### src/rtl/io_bridge.sv
// CPU-to-RAM bridge with a memory-mapped UART transmitter (TXDATA at 0xFF00, STATUS at 0xFF01).
// Define IO_BRIDGE_PARITY_EN to insert an even-parity bit between the data bits and the stop bit.
module io_bridge #(
    parameter int unsigned CLKS_PER_BIT = 16,
    parameter int unsigned FIFO_DEPTH   = 8
) (
    input  logic        clk,
    input  logic        rst_n,
    input  logic [15:0] cpu_address,
    input  logic [31:0] cpu_data,
    input  logic        cpu_wren,
    output logic [31:0] cpu_q,
    output logic [15:0] ram_address,
    output logic [31:0] ram_data,
    output logic        ram_wren,
    input  logic [31:0] ram_q,
    output logic        tx
);

    localparam int unsigned AW = (FIFO_DEPTH > 1) ? $clog2(FIFO_DEPTH) : 1;
    localparam int unsigned LW = AW + 1;
    localparam logic [LW-1:0] LevelFull = LW'(FIFO_DEPTH);
    localparam logic [15:0] BitEnd = 16'(CLKS_PER_BIT - 1);

    typedef enum logic [2:0] {StIdle, StStart, StData, StParity, StStop} tx_state_e;

    logic          is_ram, is_txdata, is_status;
    logic          sel_ram_q;
    logic [31:0]   io_rdata_q, status_img;
    logic [7:0]    fifo_mem [FIFO_DEPTH];
    logic [AW-1:0] wr_ptr_q, rd_ptr_q;
    logic [LW-1:0] level_q, level_d;
    logic          fifo_full, fifo_empty, push_req, push, pop;
    logic          ovf_q, ovf_d;
    tx_state_e     state_q, state_d;
    logic [15:0]   cnt_q, cnt_d;
    logic [2:0]    bit_idx_q, bit_idx_d;
    logic [7:0]    shreg_q, shreg_d;
    logic          tx_q, tx_d, bit_end, tx_busy;
`ifdef IO_BRIDGE_PARITY_EN
    logic          par_q, par_d;
`endif

    assign is_ram    = cpu_address < 16'hFF00;
    assign is_txdata = cpu_address == 16'hFF00;
    assign is_status = cpu_address == 16'hFF01;

    assign ram_address = cpu_address;
    assign ram_data    = cpu_data;
    assign ram_wren    = cpu_wren & is_ram;

    assign fifo_full  = level_q == LevelFull;
    assign fifo_empty = level_q == '0;
    assign tx_busy    = state_q != StIdle;
    assign bit_end    = cnt_q == BitEnd;
    assign tx         = tx_q;

    assign status_img = {20'd0, ovf_q, tx_busy, fifo_empty, fifo_full, 8'(level_q)};
    assign cpu_q      = sel_ram_q ? ram_q : io_rdata_q;

    // A full FIFO still accepts a push when the serializer drains a byte on the same edge.
    always_comb begin
        push_req = cpu_wren & is_txdata;
        push     = push_req & (~fifo_full | pop);
        level_d  = level_q + LW'(push) - LW'(pop);
        ovf_d    = ovf_q;
        if (cpu_wren && is_status) ovf_d = 1'b0;
        if (push_req && !push)     ovf_d = 1'b1;
    end

    always_ff @(posedge clk) begin
        if (push) fifo_mem[wr_ptr_q] <= cpu_data[7:0];
    end

    always_ff @(posedge clk or negedge rst_n) begin
        if (!rst_n) begin
            sel_ram_q  <= 1'b1;
            io_rdata_q <= '0;
            wr_ptr_q   <= '0;
            rd_ptr_q   <= '0;
            level_q    <= '0;
            ovf_q      <= 1'b0;
        end else begin
            sel_ram_q  <= is_ram;
            io_rdata_q <= is_status ? status_img : 32'd0;
            level_q    <= level_d;
            ovf_q      <= ovf_d;
            if (push) wr_ptr_q <= wr_ptr_q + AW'(1);
            if (pop)  rd_ptr_q <= rd_ptr_q + AW'(1);
        end
    end

    // tx_d is the line level for the coming bit period, so tx stays a pure register output.
    always_comb begin
        state_d   = state_q;
        cnt_d     = cnt_q;
        bit_idx_d = bit_idx_q;
        shreg_d   = shreg_q;
        tx_d      = tx_q;
        pop       = 1'b0;
`ifdef IO_BRIDGE_PARITY_EN
        par_d     = par_q;
`endif
        case (state_q)
            StIdle: begin
                tx_d = 1'b1;
                if (!fifo_empty) begin
                    pop     = 1'b1;
                    state_d = StStart;
                    cnt_d   = '0;
                    shreg_d = fifo_mem[rd_ptr_q];
                    tx_d    = 1'b0;
`ifdef IO_BRIDGE_PARITY_EN
                    par_d   = ^fifo_mem[rd_ptr_q];
`endif
                end
            end
            StStart: begin
                if (bit_end) begin
                    state_d   = StData;
                    cnt_d     = '0;
                    bit_idx_d = '0;
                    tx_d      = shreg_q[0];
                end else begin
                    cnt_d = cnt_q + 16'd1;
                end
            end
            StData: begin
                if (bit_end) begin
                    cnt_d = '0;
                    if (bit_idx_q == 3'd7) begin
`ifdef IO_BRIDGE_PARITY_EN
                        state_d = StParity;
                        tx_d    = par_q;
`else
                        state_d = StStop;
                        tx_d    = 1'b1;
`endif
                    end else begin
                        bit_idx_d = bit_idx_q + 3'd1;
                        shreg_d   = shreg_q >> 1;
                        tx_d      = shreg_q[1];
                    end
                end else begin
                    cnt_d = cnt_q + 16'd1;
                end
            end
`ifdef IO_BRIDGE_PARITY_EN
            StParity: begin
                if (bit_end) begin
                    state_d = StStop;
                    cnt_d   = '0;
                    tx_d    = 1'b1;
                end else begin
                    cnt_d = cnt_q + 16'd1;
                end
            end
`endif
            StStop: begin
                tx_d = 1'b1;
                if (bit_end) begin
                    state_d = StIdle;
                    cnt_d   = '0;
                end else begin
                    cnt_d = cnt_q + 16'd1;
                end
            end
            default: begin
                state_d = StIdle;
                cnt_d   = '0;
                tx_d    = 1'b1;
            end
        endcase
    end

    always_ff @(posedge clk or negedge rst_n) begin
        if (!rst_n) begin
            state_q   <= StIdle;
            cnt_q     <= '0;
            bit_idx_q <= '0;
            shreg_q   <= '0;
            tx_q      <= 1'b1;
`ifdef IO_BRIDGE_PARITY_EN
            par_q     <= 1'b0;
`endif
        end else begin
            state_q   <= state_d;
            cnt_q     <= cnt_d;
            bit_idx_q <= bit_idx_d;
            shreg_q   <= shreg_d;
            tx_q      <= tx_d;
`ifdef IO_BRIDGE_PARITY_EN
            par_q     <= par_d;
`endif
        end
    end

endmodule

### config.mk
export PLATFORM = sky130hd
export DESIGN_NAME = io_bridge
export DESIGN_NICKNAME = d
export VERILOG_FILES = /design/src/rtl/io_bridge.sv
export SDC_FILE = /design/constraint.sdc
export NUM_CORES = 1
export LEC_CHECK = 0
export CORE_MARGIN = 5
export CORE_UTILIZATION = 43
export DETAILED_ROUTE_END_ITERATION = 7
export HOLD_SLACK_MARGIN = 0.05
export PLACE_DENSITY_LB_ADDON = 0.15
export SETUP_SLACK_MARGIN = 0.1
export SYNTH_ARGS = -nofsm -noshare
export SYNTH_HDL_FRONTEND = slang
export SYNTH_SLANG_ARGS = --single-unit
### constraint.sdc
create_clock -name clk -period 2.55 [get_ports clk]
set_input_delay 0.3825 -clock clk [delete_from_list [all_inputs] [get_ports clk]]
set_output_delay 0.3825 -clock clk [all_outputs]
set_load 0.03 [all_outputs]
==> flow_summary_export.csv, run 1 <==
group,metric,value,unit
yosys,ys_types,57,
critical_path,critPathMaxFanout,32,
detailed_routing,dr.pass1.iters,4,
final_layout,layout_common_cells,"clkdlybuf4s50_1 (80), edfxtp_1 (64), dfrtp_1 (49)",
yosys,synth_enable_flop_cells,64,
detailed_routing,antenna_left,0,
clock_network,cts.sinks,115,
detailed_routing,wl_per_cell,17.22,um
die,pin_count,165,
final_layout,insertedDiodeCount,0,
yosys,yosys.area.top_type,"edfxtp_1",
timing,slew_headroom,53.42,%
critical_path,max_stage_delay,0.76,ns
global_route,grt_max_degree,41,
timing,hold_viol_final,0,
critical_path,arrival,2.00,ns
global_route,overflow,0,
yosys,synth_top_area_share,33.12,%
global_route,grt_pass1_wl,21110,um
yosys,synth_nets,569,
die,start_util,43.81,%
global_route,gr-usage-all-layers,16.89,%
die,dieHeight,126.2,um
clock_network,cts_buffer_depth,2,
clock_network,cts_tree,"yes",
critical_path,reg2regPathDepth,11,
critical_path,criticalPathCategory,"flop to output pin",
timing,worst_hold_slack,0.3836,ns
clock_network,clock_latency,0.41,ns
placed_design,portBuffers,116,
yosys,synth_area_per_cell,12.24,um2
timing,slew_violations,0,
flow_run,drv_cap,0,
critical_path,r2r-start,"level_q[2]",
critical_path,reg2reg_slack,0.17,ns
final_layout,area_growth_syn_to_layout,31.59,%
die,die_area,15920,um2
clock_network,cts-root-buf,"clkbuf_16",
timing,worst_pin_slew,0.6973,ns
die,rows,42,
critical_path,start_kind,"flop",
detailed_routing,drt_iter0_markers,289,
timing,skew,0.005113,ns
critical_path,r2r_end,"level_q[3]",
die,die_w,126.2,um
critical_path,critical_path.slowest_cell,"dfstp_4",
critical_path,cp-end-kind,"output pin",
power,irDropWorstVdd,0.5872,mV
yosys,ys_seq_area_share,55.16,%
final_layout,layout-drive-gt1-share,17.07,%
timing,min_period,2.379,ns
yosys,synth_cells,474,
clock_network,clk_pin_slew,0.05,ns
timing,rsz0062_at_grt,"true",
placed_design,placed_cell_area,6914,um2
final_layout,final_cells,756,
detailed_routing,num_vias,3983,
final_layout,final_nets,663,
yosys,ys_ff_latch,115,
die,core,13240,um2
clock_network,cts_made_buffers,17,
placed_design,gp_congestion,0.8526,
timing,fmax,0.4204,GHz
timing,finalCritPeriodShare,93.29,%
yosys,syn_area,5802,um2
detailed_routing,via_per_inst,5.269,
status,status,"finished clean",
yosys,synth_warnings,0,
global_route,grt_pass1_vias,4024,
critical_path,cp.required,2.17,ns
worst_hold_path,hold_class,"primary input to async pin",
detailed_routing,wl,13020,um
placed_design,dp_cells,719,
global_route,antenna_found_initial,0,
critical_path,crit_chain,"and2_1 -> clkdlybuf4s50_1",
yosys,synth_area_leaders,"edfxtp_1 (33%), dfrtp_1 (21%), buf_4 (6.2%)",
placed_design,dpl.hpwl,9170,um
power,p_leak,3.040,nW
final_layout,final_cell_area,7635,um2
timing,setup_tns,0,ns
yosys,synth-async-reset-ratio,44.35,%
yosys,ys_dominant_reg_cell,"edfxtp_1",
final_layout,final_util,57.65,%
timing,finalSetupViolCount,0,
power,p_per_area,604.2,nW/um2
clock_network,htreeDepth,4,
detailed_routing,drc_errors,0,
final_layout,mostFrequentLayoutCell,"clkdlybuf4s50_1",
==> worst max-delay path, delay by kind of cell, from the launching register on <==
kind	cells	cell delay, ns
simple gates	1	0.16
flops	1	0.76
buf+inv	1	0.66
==> registers in the layout, indices dropped and copies added, names as in the netlist <==
| signal | flops |
|---|---|
| cnt_q | 16 |
| io_rdata_q | 8 |
| level_q | 4 |
| fifo_mem | 64 |
| bit_idx_q | 3 |
| sel_ram_q | 1 |
| ovf_q | 1 |
| wr_ptr_q | 3 |
| state_q | 3 |
| rd_ptr_q | 3 |
| tx | 1 |
| shreg_q | 8 |
==> worst max-delay path by stage <==
stage | start | end | slack [ns] | cells after the start
floorplan | cpu_address[1] | fifo_mem[0][0] | -0.14 | 5
detailed placement | cpu_address[1] | level_q[2] | -0.35 | 9
global route | level_q[2] | level_q[3] | 0.04 | 11
finish | sel_ram_q | cpu_q[30] | 0.17 | 2
global placement | cpu_address[1] | level_q[2] | -0.29 | 9
CTS | level_q[2] | level_q[3] | 0.10 | 11
==> cell families (layout without fill, tap and decap cells) <==
logic type / count (synthesis) / after routing / synth area share (%)
xor+xnor: 10 / 10 / 1.510
fa+ha+maj: 12 / 12 / 2.717
flops: 115 / 115 / 55.16
buf+inv: 86 / 192 / 9.036
simple gates: 122 / 122 / 12.92
compound gates: 83 / 83 / 10.03
mux: 46 / 46 / 8.626
==> synth_stat cells, drive strengths merged (4+ instances only) <==
cell,number
and3,7
nor2,14
or3,4
o21ai,5
buf,60
and2,30
nand4,6
dfrtp,49
edfxtp,64
o2bb2ai,8
xor2,5
a22oi,15
nand3,9
nor4,10
or3b,4
a21oi,16
inv,14
a31oi,20
nor2b,5
clkbuf,12
xnor2,5
ha,11
nand2,15
nor3,6
mux2i,32
mux2,12
==> area by class of cell <==
type	instances	area [um2]
clock buffer	17	425.4
sequential	115	3204
fill	1101	5608
tap	176	220.2
multi-input combinational	273	2143
inverter	14	52.55
timing repair buffer	147	1449
clock inverter	14	140.1
==> layer usage <==
layer  GRT usage [%]  wire length [um]
met1           20.21              5373
met2           28.04              6651
met3           5.292               701
met4           7.508               295
met5               0                 0
==> where the power goes <==
group	total (mW)	switching, mW	leakage [nW]	internal, mW
Sequential	1.98	0.00569	1.24	1.98
Combinational	0.373	0.186	1.54	0.188
Clock	2.26	0.838	0.260	1.42
Total	4.61	1.03	3.04	3.58
==> stage by stage <==
step | power, mW | worst slack (ns)
after floorplan | 2.269 | -0.1376
after global placement | 2.392 | -0.2913
after detailed placement | 2.398 | -0.3538
after CTS | 4.655 | 0.1002
after global routing | 4.772 | 0.03867
final | 4.613 | 0.1712
==> repair_timing <==
item	4_1_cts	5_1_grt
pin swaps	5	9
hold endpoints to repair	11	0
hold buffers	1	0
setup buffers	2	3
endpoints found under the setup margin	35	58
gates resized for setup	16	32
Note: power is estimated with default switching activity, not from simulation.
==> run 2, diff against run 1 <==
GPL_TIMING_DRIVEN = 0   (was not set)
MAX_ROUTING_LAYER = met4   (was not set)
==> flow_summary_export.csv, run 2 (same netlist as run 1, synthesis figures left out) <==
group,metric,value,unit
status,status,"finished clean",
critical_path,critPathMaxFanout,7,
clock_network,cts-root-buf,"clkbuf_16",
global_route,grt_max_degree,30,
clock_network,cts_made_buffers,17,
die,core,13240,um2
final_layout,final_nets,751,
final_layout,layout_common_cells,"clkdlybuf4s50_1 (102), buf_4 (67), edfxtp_1 (64)",
placed_design,dpl.hpwl,10270,um
final_layout,fill_cells,1041,
power,combPwrFrac,10.8,%
timing,worst_hold_slack,0.4935,ns
die,rows,42,
power,clkPwrFrac,49.8,%
timing,finalSetupViolCount,0,
power,irDropWorstVdd,0.6983,mV
worst_hold_path,holdPathStages,1,
critical_path,cp.required,2.83,ns
die,start_util,43.81,%
power,switching_share,22.33,%
clock_network,clk_pin_slew,0.05,ns
power,p_seq_share,39.4,%
critical_path,crit_buf_inv,3,
final_layout,mostFrequentLayoutCell,"clkdlybuf4s50_1",
timing,min_period,2.463,ns
detailed_routing,drc_errors,0,
flow_run,drv_cap,0,
critical_path,reg2regPathDepth,10,
detailed_routing,wl,14590,um
timing,rsz0062_at_grt,"true",
power,p_per_area,596.8,nW/um2
die,dieHeight,126.2,um
detailed_routing,wl_per_cell,17.27,um
critical_path,cp-end-kind,"flop",
timing,slew_headroom,45.93,%
timing,worst_pin_slew,0.8066,ns
critical_path,max_stage_delay,0.43,ns
final_layout,largest_register_ffs,64,
die,pin_count,165,
detailed_routing,dr.pass1.iters,4,
power,finalPower,5.028,mW
detailed_routing,via_per_inst,5.256,
critical_path,crit_family,"adder cells",
placed_design,gp_congestion,0.8225,
timing,hold_viol_final,0,
clock_network,cts.sinks,115,
final_layout,insertedDiodeCount,0,
critical_path,start_kind,"flop",
final_layout,regMostFlops,"fifo_mem",
timing,slew_violations,0,
power,p_sw,1.123,mW
critical_path,cp.depth,10,
critical_path,cp_common_cell,"ha_4",
timing,fmax,0.4061,GHz
power,p_leak,3.300,nW
final_layout,largestRegisters,"fifo_mem (64), cnt_q (16)",
global_route,overflow,0,
clock_network,htreeDepth,4,
final_layout,area_growth_syn_to_layout,45.20,%
final_layout,regArea,3201,um2
power,power.internal,3.905,mW
clock_network,cts_buffer_depth,2,
global_route,antenna_found_initial,0,
global_route,grt_pass1_vias,4582,
clock_network,clock_latency,0.41,ns
critical_path,criticalPathCategory,"flop to flop",
global_route,gr-usage-all-layers,19.34,%
critical_path,critical_path.slowest_cell,"fa_2",
detailed_routing,num_vias,4441,
clock_network,cts_tree,"yes",
timing,finalCritPeriodShare,96.57,%
die,die_w,126.2,um
global_route,grt_pass1_wl,23800,um
final_layout,layout-drive-gt1-share,24.51,%
timing,skew,0.007161,ns
critical_path,arrival,2.74,ns
placed_design,portBuffers,140,
final_layout,multi_input_area,2246,um2
detailed_routing,drt_iter0_markers,284,
critical_path,crit_chain,"inv_2 -> ha_4 -> or3b_4 -> a21oi_4 -> nand4bb_4 -> buf_8 -> ha_4 -> inv_4 -> ha_4 -> fa_2",
detailed_routing,antenna_left,0,
die,die_area,15920,um2
worst_hold_path,hold_class,"flop to flop",
[run 2: changes by cell type in the layout (fill, tap and decap cells not counted), moves of 3 or more]
| cell | change |
|---|---|
| buf_2 | +10 |
| buf_4 | +37 |
| clkbuf_1 | +10 |
| clkdlybuf4s50_1 | +22 |
| clkinv_4 | +3 |
| clkinvlp_4 | -3 |
| dlygate4sd2_1 | +23 |
| dlymetal6s2s_1 | -22 |
| nor3_1 | -5 |
| nor3_4 | +3 |
[run 2: what timing repair did]
action | in CTS | in global routing
resized for setup | 67 | 6
hold endpoints to repair | 22 | 0
setup buffers | 15 | 4
hold buffers | 1 | 0
setup endpoints to repair | 88 | 49
pin swaps | 11 | 11
[run 2: power groups by stage]
stage	registers (mW)	logic, mW	clock network, mW
floorplan	2.02	0.253	0
global placement	2.02	0.510	0
detailed placement	2.02	0.518	0
CTS	1.98	0.535	2.55
global route	1.98	0.577	2.64
finish	1.98	0.541	2.51
[run 2: through the flow]
| stage | utilization (%) | setup slack [ns] | cell area (um2) | TNS (ns) | instances |
|---|---|---|---|---|---|
| floorplan | - | -0.1376 | 5812 | -2.205 | 474 |
| global placement | 56.13 | -1.386 | 7433 | -85.46 | 790 |
| detailed placement | 56.49 | -1.052 | 7481 | -48.76 | 793 |
| CTS | 63.25 | 0.08870 | 8376 | 0 | 841 |
| global route | 63.61 | 0.02360 | 8424 | 0 | 845 |
| finish | 63.61 | 0.08740 | 8424 | 0 | 845 |
[run 2: cell type report]
cell class	count	share of cell area (%)
repair buffers	163	18.67
well taps	176	2.614
plain buffers	72	5.896
clock inverters	15	2.465
multi-input cells	273	26.66
flip-flops and latches	115	37.99
inverters	14	0.6535
clock buffers	17	5.050
[run 2: layer usage]
layer | track usage [%] | wire length, um | vias up
li1 | - | - | 2097
met1 | 21.66 | 5761 | 2152
met2 | 33.15 | 7669 | 162
met3 | 5.377 | 842 | 30
met4 | 7.003 | 315 | 0
met5 | - | 0 | -
[run 2: final timing paths]
kind	start	to	slack (ns)
setup / recovery	level_q[2]	level_q[1]	0.09
hold / removal	shreg_q[3]	shreg_q[3]	0.49
setup reg to reg	level_q[2]	level_q[1]	0.09
hold reg to reg	shreg_q[3]	shreg_q[3]	0.49
max in group asynchronous	rst_n	sel_ram_q	1.44
min in group asynchronous	rst_n	cnt_q[0]	0.50
==> run 3, diff against run 2 <==
CTS_CLUSTER_SIZE = 8   (was not set)
GPL_TIMING_DRIVEN = not set   (was 0)
clock period = 2.3 ns   (was 2.55 ns; I/O delays follow)
==> flow_summary_export.csv, run 3 (same netlist as run 1, synthesis figures left out) <==
group,metric,value,unit
final_layout,fill_cells,1139,
detailed_routing,drc_errors,0,
placed_design,portBuffers,116,
timing,hold_viol_final,0,
final_layout,regMostFlops,"fifo_mem",
critical_path,cp.required,2.58,ns
timing,setup_tns,0,ns
final_layout,layout_common_cells,"clkdlybuf4s50_1 (78), edfxtp_1 (64), dfrtp_1 (49)",
die,dieHeight,126.2,um
detailed_routing,drt_iter0_markers,237,
clock_network,cts.sinks,115,
power,p_leak,2.923,nW
timing,min_period,2.274,ns
die,rows,42,
critical_path,criticalPathCategory,"flop to flop",
timing,fmax,0.4397,GHz
timing,finalSetupViolCount,0,
clock_network,cts-root-buf,"clkbuf_16",
timing,slew_violations,0,
die,start_util,43.81,%
critical_path,start_kind,"flop",
critical_path,critPathMaxFanout,3,
global_route,gr-usage-all-layers,16.79,%
power,irDropWorstVdd,0.5799,mV
global_route,grt_max_degree,52,
detailed_routing,dr.pass1.iters,4,
die,die_area,15920,um2
final_layout,largest_register_ffs,64,
final_layout,mostFrequentLayoutCell,"clkdlybuf4s50_1",
timing,skew,0.01137,ns
final_layout,final_nets,678,
critical_path,reg2regPathDepth,9,
clock_network,cts_made_buffers,17,
final_layout,insertedDiodeCount,0,
final_layout,final_util,57.88,%
critical_path,cp-end-kind,"flop",
critical_path,arrival,2.55,ns
global_route,grt_pass1_wl,20600,um
power,power.internal,4.139,mW
placed_design,gp_congestion,0.8200,
global_route,antenna_found_initial,0,
detailed_routing,num_vias,3998,
clock_network,cts_tree,"yes",
placed_design,dpl.hpwl,9176,um
die,core,13240,um2
power,clkPwrFrac,49.6,%
final_layout,area_growth_syn_to_layout,32.11,%
final_layout,largestRegisters,"fifo_mem (64), cnt_q (16)",
timing,worst_pin_slew,0.6428,ns
clock_network,htreeDepth,4,
status,status,"finished clean",
power,p_sw,1.100,mW
detailed_routing,wl_per_cell,16.36,um
die,pin_count,165,
detailed_routing,via_per_inst,5.179,
detailed_routing,wl,12630,um
power,p_per_area,683.4,nW/um2
detailed_routing,antenna_left,0,
flow_run,drv_cap,0,
timing,slew_headroom,57.15,%
global_route,overflow,0,
power,switching_share,20.99,%
die,die_w,126.2,um
clock_network,cts_buffer_depth,2,
timing,finalCritPeriodShare,98.89,%
power,combPwrFrac,8.5,%
global_route,grt_pass1_vias,3989,
worst_hold_path,hold_class,"primary input to async pin",
clock_network,clock_latency,0.41,ns
final_layout,layout-drive-gt1-share,21.98,%
clock_network,clk_pin_slew,0.05,ns
timing,rsz0062_at_grt,"true",
power,p_seq_share,42.0,%
[run 3: cell types whose count changed in the layout (fill, tap and decap cells not counted), sizes merged, moves of 4 or more]
cell / before / now
clkbuf: 29 / 24
clkdlybuf4s50: 102 / 78
buf: 83 / 59
dlygate4sd2: 33 / 15
clkinv: 7 / 3
clkdlybuf4s15: 2 / 8
[run 3: area by class of cell]
| type | instances | area [um2] | area share (%) |
|---|---|---|---|
| clock buffer | 22 | 454.2 | 5.926 |
| clock inverter | 10 | 135.1 | 1.763 |
| inverter | 14 | 55.05 | 0.7183 |
| multi-input combinational | 273 | 2173 | 28.35 |
| sequential | 115 | 3204 | 41.81 |
| tap | 176 | 220.2 | 2.873 |
| timing repair buffer | 162 | 1423 | 18.56 |
[run 3: per-layer routing]
layer | up-vias | track usage [%] | routed length, um
met5 | - | - | 0
met4 | 0 | 7.508 | 280
met1 | 1910 | 20.00 | 5297
met3 | 26 | 4.530 | 718
li1 | 1943 | - | -
met2 | 119 | 26.79 | 6334
[run 3: power by group through the flow]
stage	combinational, mW	clock [mW]	sequential (mW)
after CTS	0.447	2.66	2.20
after global routing	0.473	2.77	2.20
final	0.443	2.60	2.20
after floorplan	0.282	0	2.23
after global placement	0.442	0	2.23
after detailed placement	0.445	0	2.24
[run 3: stage by stage]
stage	setup WS (ns)	hold slack [ns]	cell area [um2]	cells	power, mW
3_3_place_gp	-0.4643	0.4729	7077	737	2.676
3_5_place_dp	-0.5099	0.4738	7077	737	2.681
2_1_floorplan	-0.1596	0.04941	5852	474	2.517
6_report	0.02553	0.05581	7665	772	5.238
5_1_grt	-0.04923	0.1023	7665	772	5.436
4_1_cts	-0.001968	0.06212	7665	772	5.300
[run 3: repair_timing]
item / CTS / global route
setup buffers: 4 / 0
gates resized for setup: 91 / 15
endpoints found under the setup margin: 60 / 35
pin swaps: 12 / 4
hold buffers: 0 / 0
hold endpoints to repair: 0 / 0
[run 3: critical path, cell delays in order (launching register included)]
cell and delay, ns:
dfrtp_1 0.37, inv_2 0.09, ha_1 0.15, or3b_4 0.40
a21oi_4 0.16, nand4bb_4 0.17, ha_4 0.20, inv_2 0.06
ha_4 0.13, fa_2 0.42
[run 3: path summary, 6_finish.rpt]
kind,start,end,slack (ns)
max,level_q[2],level_q[1],0.03
min,rst_n,cnt_q[3],0.06
max reg2reg,level_q[2],level_q[1],0.03
min reg2reg,shreg_q[6],shreg_q[6],0.49
max in group asynchronous,rst_n,io_rdata_q[2],1.82
min in group clk,shreg_q[6],shreg_q[6],0.49
